**src/rtl/sccomp_dump_ctrl.sv**
```systemverilog
// sccomp_dump_ctrl: halts the core at HALT_PC and streams a 35-word state dump
// (halt PC, halt instruction, retired count, r0-r31) over valid/ready.
module sccomp_dump_ctrl #(
    parameter logic [31:0] HALT_PC = 32'h0000_0048,
    parameter int          CNT_W   = 32
) (
    input  logic        clk,
    input  logic        rst,
    input  logic [31:0] i_pc,
    input  logic [31:0] i_instr,
    output logic        o_cpu_stall,
    output logic [4:0]  o_rf_raddr,
    input  logic [31:0] i_rf_rdata,
    output logic        o_dump_valid,
    input  logic        i_dump_ready,
    output logic [31:0] o_dump_data,
    output logic        o_dump_last,
    output logic        o_dump_done
);
    typedef enum logic [2:0] {RUN, S_PC, S_INSTR, S_CNT, S_REG, DONE} state_t;

    state_t           r_state, w_next;
    logic [CNT_W-1:0] r_cnt;
    logic [4:0]       r_idx;
    logic [31:0]      r_hpc, r_hinstr;
    logic             w_halt, w_hs;

    always_comb begin
        w_halt       = (r_state == RUN) && (i_pc == HALT_PC);
        o_dump_valid = (r_state != RUN) && (r_state != DONE);
        w_hs         = o_dump_valid && i_dump_ready;
        o_cpu_stall  = w_halt || (r_state != RUN);
        o_dump_done  = (r_state == DONE);
        o_dump_last  = (r_state == S_REG) && (r_idx == 5'd31);
        o_rf_raddr   = (r_state == S_REG) ? r_idx : 5'd0;
        o_dump_data  = (r_state == S_PC)    ? r_hpc :
                       (r_state == S_INSTR) ? r_hinstr :
                       (r_state == S_CNT)   ? 32'(r_cnt) :
                       (r_state == S_REG && r_idx != 5'd0) ? i_rf_rdata : 32'd0;
        w_next = r_state;
        case (r_state)
            RUN:     w_next = w_halt ? S_PC : RUN;
            S_PC:    w_next = w_hs ? S_INSTR : S_PC;
            S_INSTR: w_next = w_hs ? S_CNT : S_INSTR;
            S_CNT:   w_next = w_hs ? S_REG : S_CNT;
            S_REG:   w_next = (w_hs && o_dump_last) ? DONE : S_REG;
            default: w_next = DONE;
        endcase
    end

    always_ff @(posedge clk) begin
        if (rst) begin
            r_state  <= RUN;
            r_cnt    <= '0;
            r_idx    <= '0;
            r_hpc    <= '0;
            r_hinstr <= '0;
        end else begin
            r_state <= w_next;
            if (w_halt) begin
                r_hpc    <= i_pc;
                r_hinstr <= i_instr;
            end else if (r_state == RUN) begin
                r_cnt <= r_cnt + CNT_W'(1);
            end
            if (r_state == S_CNT && w_hs)
                r_idx <= '0;
            else if (r_state == S_REG && w_hs)
                r_idx <= r_idx + 5'd1;
        end
    end
endmodule

```
**config.mk**
```make
export PLATFORM = sky130hd
export DESIGN_NAME = sccomp_dump_ctrl
export DESIGN_NICKNAME = d
export VERILOG_FILES = /design/src/rtl/sccomp_dump_ctrl.sv
export SDC_FILE = /design/constraint.sdc
export NUM_CORES = 1
export LEC_CHECK = 0
export CORE_MARGIN = 3
export CORE_UTILIZATION = 45
export CTS_CLUSTER_SIZE = 24
export DETAILED_ROUTE_END_ITERATION = 16
export PLACE_DENSITY = 0.75
export SETUP_SLACK_MARGIN = 0.15
export SYNTH_ARGS = -nofsm -noshare
export SYNTH_HDL_FRONTEND = slang
export SYNTH_SLANG_ARGS = --single-unit
export TNS_END_PERCENT = 50
```
**constraint.sdc**
```tcl
create_clock -name clk -period 2.7 [get_ports clk]
set_clock_uncertainty 0.2 [all_clocks]
set_input_delay 0.27 -clock clk [delete_from_list [all_inputs] [get_ports clk]]
set_output_delay 0.27 -clock clk [all_outputs]
set_load 0.05 [all_outputs]
```
======== Yosys cells after proc, flatten, opt, wreduce, memory -nomap -nowiden ========
Cells that the tools add are included.
storage, ports and cells
  bits of input ports ..................... 99
  output and inout bits ................... 41
  logic and storage cells ................. 41
  bits in latches ......................... 0
  bits in registers ....................... 104
  bits in writable memories ............... 0
  ROM bits ................................ 0
  memories kept ........................... 0
cells by class
  equality and inequality tests ........... 8
  order comparisons ....................... 0
  div/mod/pow operators ................... 0
  multiply operators ...................... 0
  mux-type cells .......................... 11
  add/sub/neg operators ................... 2
  bitwise logic cells ..................... 1
  shift-type cells ........................ 0
  reductions and logical operators ........ 14
operators with widths
  kind                                                   number
  2-to-1 mux 32 bit                                      4
  adder 32 x 1 -> 32 bit (second input constant)         1
  equality test 32 x 7 -> 1 bit (second input constant)  1
  one-hot mux 3 bit (5 select lines)                     1
  logical AND 1 bit                                      8
  equality test 3 x 2 -> 1 bit (second input constant)   2
  equality test 3 bit (second input constant)            2
  adder 5 x 1 -> 5 bit (second input constant)           1
  equality test 5 bit (second input constant)            1
  2-to-1 mux 5 bit                                       1
  nonzero test 5 bit                                     1
  equality test 3 x 1 -> 1 bit (second input constant)   1
  logical NOT 3 bit                                      1
  2-to-1 mux 1 bit                                       3
  2-to-1 mux 3 bit                                       1
  inequality test 3 bit (second input constant)          1
  nonzero test 3 bit                                     1
  2-to-1 mux 2 bit                                       1
  AND reduction 2 bit                                    1
  OR reduction 2 bit                                     1
  logical OR 1 bit                                       1
  NOT 1 bit                                              1

======== Depth between registers and ports, before layout ========
  depth after elaboration ................. 6
  gate-level depth with buffers ........... 8
  depth with buffers taken out ............ 7

======== Least setup slack after synthesis ========
Ideal clock, no wire load.
  path kind ............................... flip-flop to output port
  start point ............................. register r_state[0]
  end point ............................... output o_dump_data[10]
  buffers on the path ..................... 2
  cell stages (with the launch flop) ...... 7
  data required time ...................... 2.230 ns
  setup slack ............................. -0.240 ns
  arrival ................................. 2.470 ns
  cell sequence ........................... dfxtp_1 > clkbuf_1 > nor3b_2 > o41a_1 > clkbuf_1 > a21oi_1 > o21ai_0
between the ends
  longest elaborated chain between the ends .. 6
  elaborated cells on any way between the ends .. 9
  those cells by class .................... eq/ne: 4; mux: 4; reduce/logical: 1
ends and longest elaborated chain
  what                      RTL line  RTL
  start: declaration        22        state_t r_state, w_next;
  start signal: assignment  59        r_state <= w_next;
  equality test 3 bit       39        (r_state == S_REG && r_idx != 5'd0) ? i_rf_rdata : 32'd0;
  logical AND 1 bit         39
  2-to-1 mux 32 bit         39
  2-to-1 mux 32 bit         38        (r_state == S_CNT) ? 32'(r_cnt) :
  2-to-1 mux 32 bit         37        (r_state == S_INSTR) ? r_hinstr :
  2-to-1 mux 32 bit (*)     36        o_dump_data = (r_state == S_PC) ? r_hpc :
  end: declaration          16        output logic [31:0] o_dump_data,
Mark *: on every way between the ends. The rest lies on a longest branch, timed or not.

======== Worst setup path after layout ========
  start point ............................. register r_state[1]
  end point ............................... output o_dump_data[6]
Same word-level chain as after synthesis.

==> results.md <==
* Status: finished, final reports clean
* Clock Sinks at 104
* Die Span Y at 113 um
* Root Driver: clkbuf_16
* Die area at 0.0128 mm2
* Final number of setup-violating endpoints at 0
* Post-Syn Nets at 778
* Initial Util at 46.9%
* Antenna violations before repair at 0
* Async set-or-reset flop fraction in the synthesized netlist at 0%
* Sequential power share at 51.1%
* CP Capture Type: output pin
* Hold WS at 199 ps
* Yosys cell types at 46
* Switching Fraction at 20.7%
* DR pass1 iterations at 5
* Post-DP HPWL at 11.0 mm
* Synth area leader: dfxtp_1
* I/O pin cnt at 140
* Main synth FF type: dfxtp_1
* Final Hold Viols at 0
* Setup_tns at 0 ps
* Fill cells at 892
* Nets@finish at 903
* Final min period at 2460 ps
* Mapped cell area at 0.00517 mm2
* Vias at 5138
* Hold crit path type: input port to flop
* Max Clock Freq at 0.406 GHz
* Ant diodes at 0
* Kind of critical path: flop to output pin
* DRT iter0 DRCs at 266
* Top cells by area, synth: dfxtp_1 (40%), nor2_1 (9.3%), a21oi_1 (8.0%)
* Post-synth EDFFs at 0
* GRT Util Overall at 23.2%
* CTS max path bufs at 2
* Register area share after synthesis at 40.2%
* Total core area at 0.0110 mm2
* First-pass GRT wire length at 24.8 mm
* Req. time, crit path at 2230 ps
* Number of max-cap violations at 0
* Slew Limit Headroom at 63.2%
* Synth Area in Compound Gates at 16.3%
* Worst Path Max Fanout at 22
* Area Overhead vs Synth at 46.3%
* Fin. max-slew vios at 0
* Final cycle utilization of the critical path at 91.2%
* Core Rows at 38
* Lkg Pwr at 0.00282 uW
* Remaining DRCs at 0
* CTS buffer count at 9
* Mux cell area share after synthesis at 6.58%
* Post-synthesis adder-cell area fraction at 0.967%
* Vias per cell at 5.44
* Int Pwr at 2390 uW
* Worst path arrival time at 1990 ps
* RSZ-0062 raised after global routing: true
* Clock share of power at 42.6%
* Worst Tran Pin Value at 553 ps
* Combinational Power Share at 6.3%
* Post-Route WL at 14.8 mm
* Area of the multi-input gates at 0.00297 mm2
* Grt ovf at 0
* Port bufs at 139
* Tot Pwr at 3020 uW
* Syn Inst Count at 675
* Psw at 625 uW
* CTS tree: yes
* PwrDens at 399 mW/mm2
* Pin count of the biggest net entering global routing at 46
* Maximum vdd ir drop at 0.462 mV
* Yosys warns at 0
* Syn avg cell area at 7.66 um2
* Post-layout util at 68.6%
* Vias in the first global route at 5226
* GPL Wtd Cong at 0.925
* Dominant cell by count in the synthesized netlist: nor2_1
* Share of post-route cells with drive strength above 1 at 14.4%
* Main combinational cell family by area after synthesis: simple AND/OR/NAND/NOR gates
* DR WL/cell at 15.7 um
* Register Area at 0.00209 mm2
* Post-Synth Simple-Gate Area at 28.5%
* Clock transition at path regs at 70 ps
* Most frequent cells after synthesis: nor2_1 (128), dfxtp_1 (104), a21oi_1 (83)
* Synth Area in XOR/XNOR at 3.05%
* Post-route ant nets at 0
* Total number of H-tree levels at 3
* CP Launch Type: flop
* Die width at 113 um
* Area share of the largest cell type after synthesis at 40.2%
* Synthesized flop and latch total at 104
* Clk_lat worst skew at 340 ps
critical path, cell delays in order, from the launching register on:
cell and delay [ps]:
dfxtp_2 450, buf_6 230, nor2b_2 200, buf_4 260
a21oi_1 70, o21ai_1 240, buf_12 180
registers in the layout, indices dropped and copies added, names as in the netlist:
| signal | flops |
|---|---|
| r_cnt | 32 |
| r_hinstr | 32 |
| r_hpc | 32 |
| r_idx | 5 |
| r_state | 3 |
layer usage:
| metal | vias up | routed length, um | track usage, % |
|---|---|---|---|
| li1 | 2552 | - | - |
| met1 | 2396 | 6100 | 28.0 |
| met2 | 167 | 7520 | 41.6 |
| met3 | 23 | 931 | 5.83 |
| met4 | 0 | 248 | 5.13 |
| met5 | - | 0 | 0 |
worst paths after layout:
path                    startpoint                         to  slack (ps)  depth (start not counted)
min reg2reg  r_hpc[9]$_SDFFE_PP0P_      r_hpc[9]$_SDFFE_PP0P_         260                          1
max          r_state[1]$_SDFF_PP0_             o_dump_data[6]         240                          6
max reg2reg  r_cnt[0]$_SDFFE_PP0P_     r_cnt[22]$_SDFFE_PP0P_         310                          7
min                            rst  r_hinstr[29]$_SDFFE_PP0P_         200                          2
layout make-up:
cell class / count / share of cell area, %
Clock buffer: 11 / 3.07
Clock inverter: 4 / 0.727
Inverter: 7 / 0.347
Multi-Input combinational cell: 516 / 39.2
Sequential cell: 104 / 27.6
Tap cell: 140 / 2.31
Timing Repair Buffer: 162 / 26.8
stage by stage:
stage | setup slack [ps] | instance area [um2] | cells
6_report | 237 | 7570 | 944
3_5_place_dp | 244 | 7220 | 928
5_1_grt | 122 | 7570 | 944
2_1_floorplan | 69.6 | 5230 | 675
3_3_place_gp | 290 | 7220 | 928
4_1_cts | 162 | 7530 | 944
cell families after synthesis:
family / Yosys count
AND/OR/NAND/NOR: 308
AO/OA/AOI/OAI: 152
flip-flops: 104
buffers and inverters: 55
multiplexers: 34
XOR/XNOR: 18
adder cells (fa/ha/maj): 4
what timing repair did:
| item | in CTS | in global routing |
|---|---|---|
| setup endpoints to repair | 32 | 32 |
| resized for setup | 6 | 12 |
| buffers inserted | 1 | 0 |
| hold buffers | 0 | 0 |
power groups by stage:
stage	Combinational (uW)	Clock, uW	Sequential (uW)
after global routing	203	1370	1540
final	191	1290	1540
after detailed placement	191	0	1580
after global placement	189	0	1580
after floorplan	32.1	0	1580
after CTS	191	1300	1540
layout by cell type (no fill, tap or decap), types with 12 or more instances in the layout:
cell type        count
xor2_1              14
dfxtp_1            101
a21oi_1             82
and2_1              39
buf_12              44
clkdlybuf4s50_1     97
buf_4               16
nor2_1             128
o21ai_1             12
mux2i_1             34
o21ai_2             21
nand2_1             74
o21ai_0             12
(Power assumes the default switching activity.)
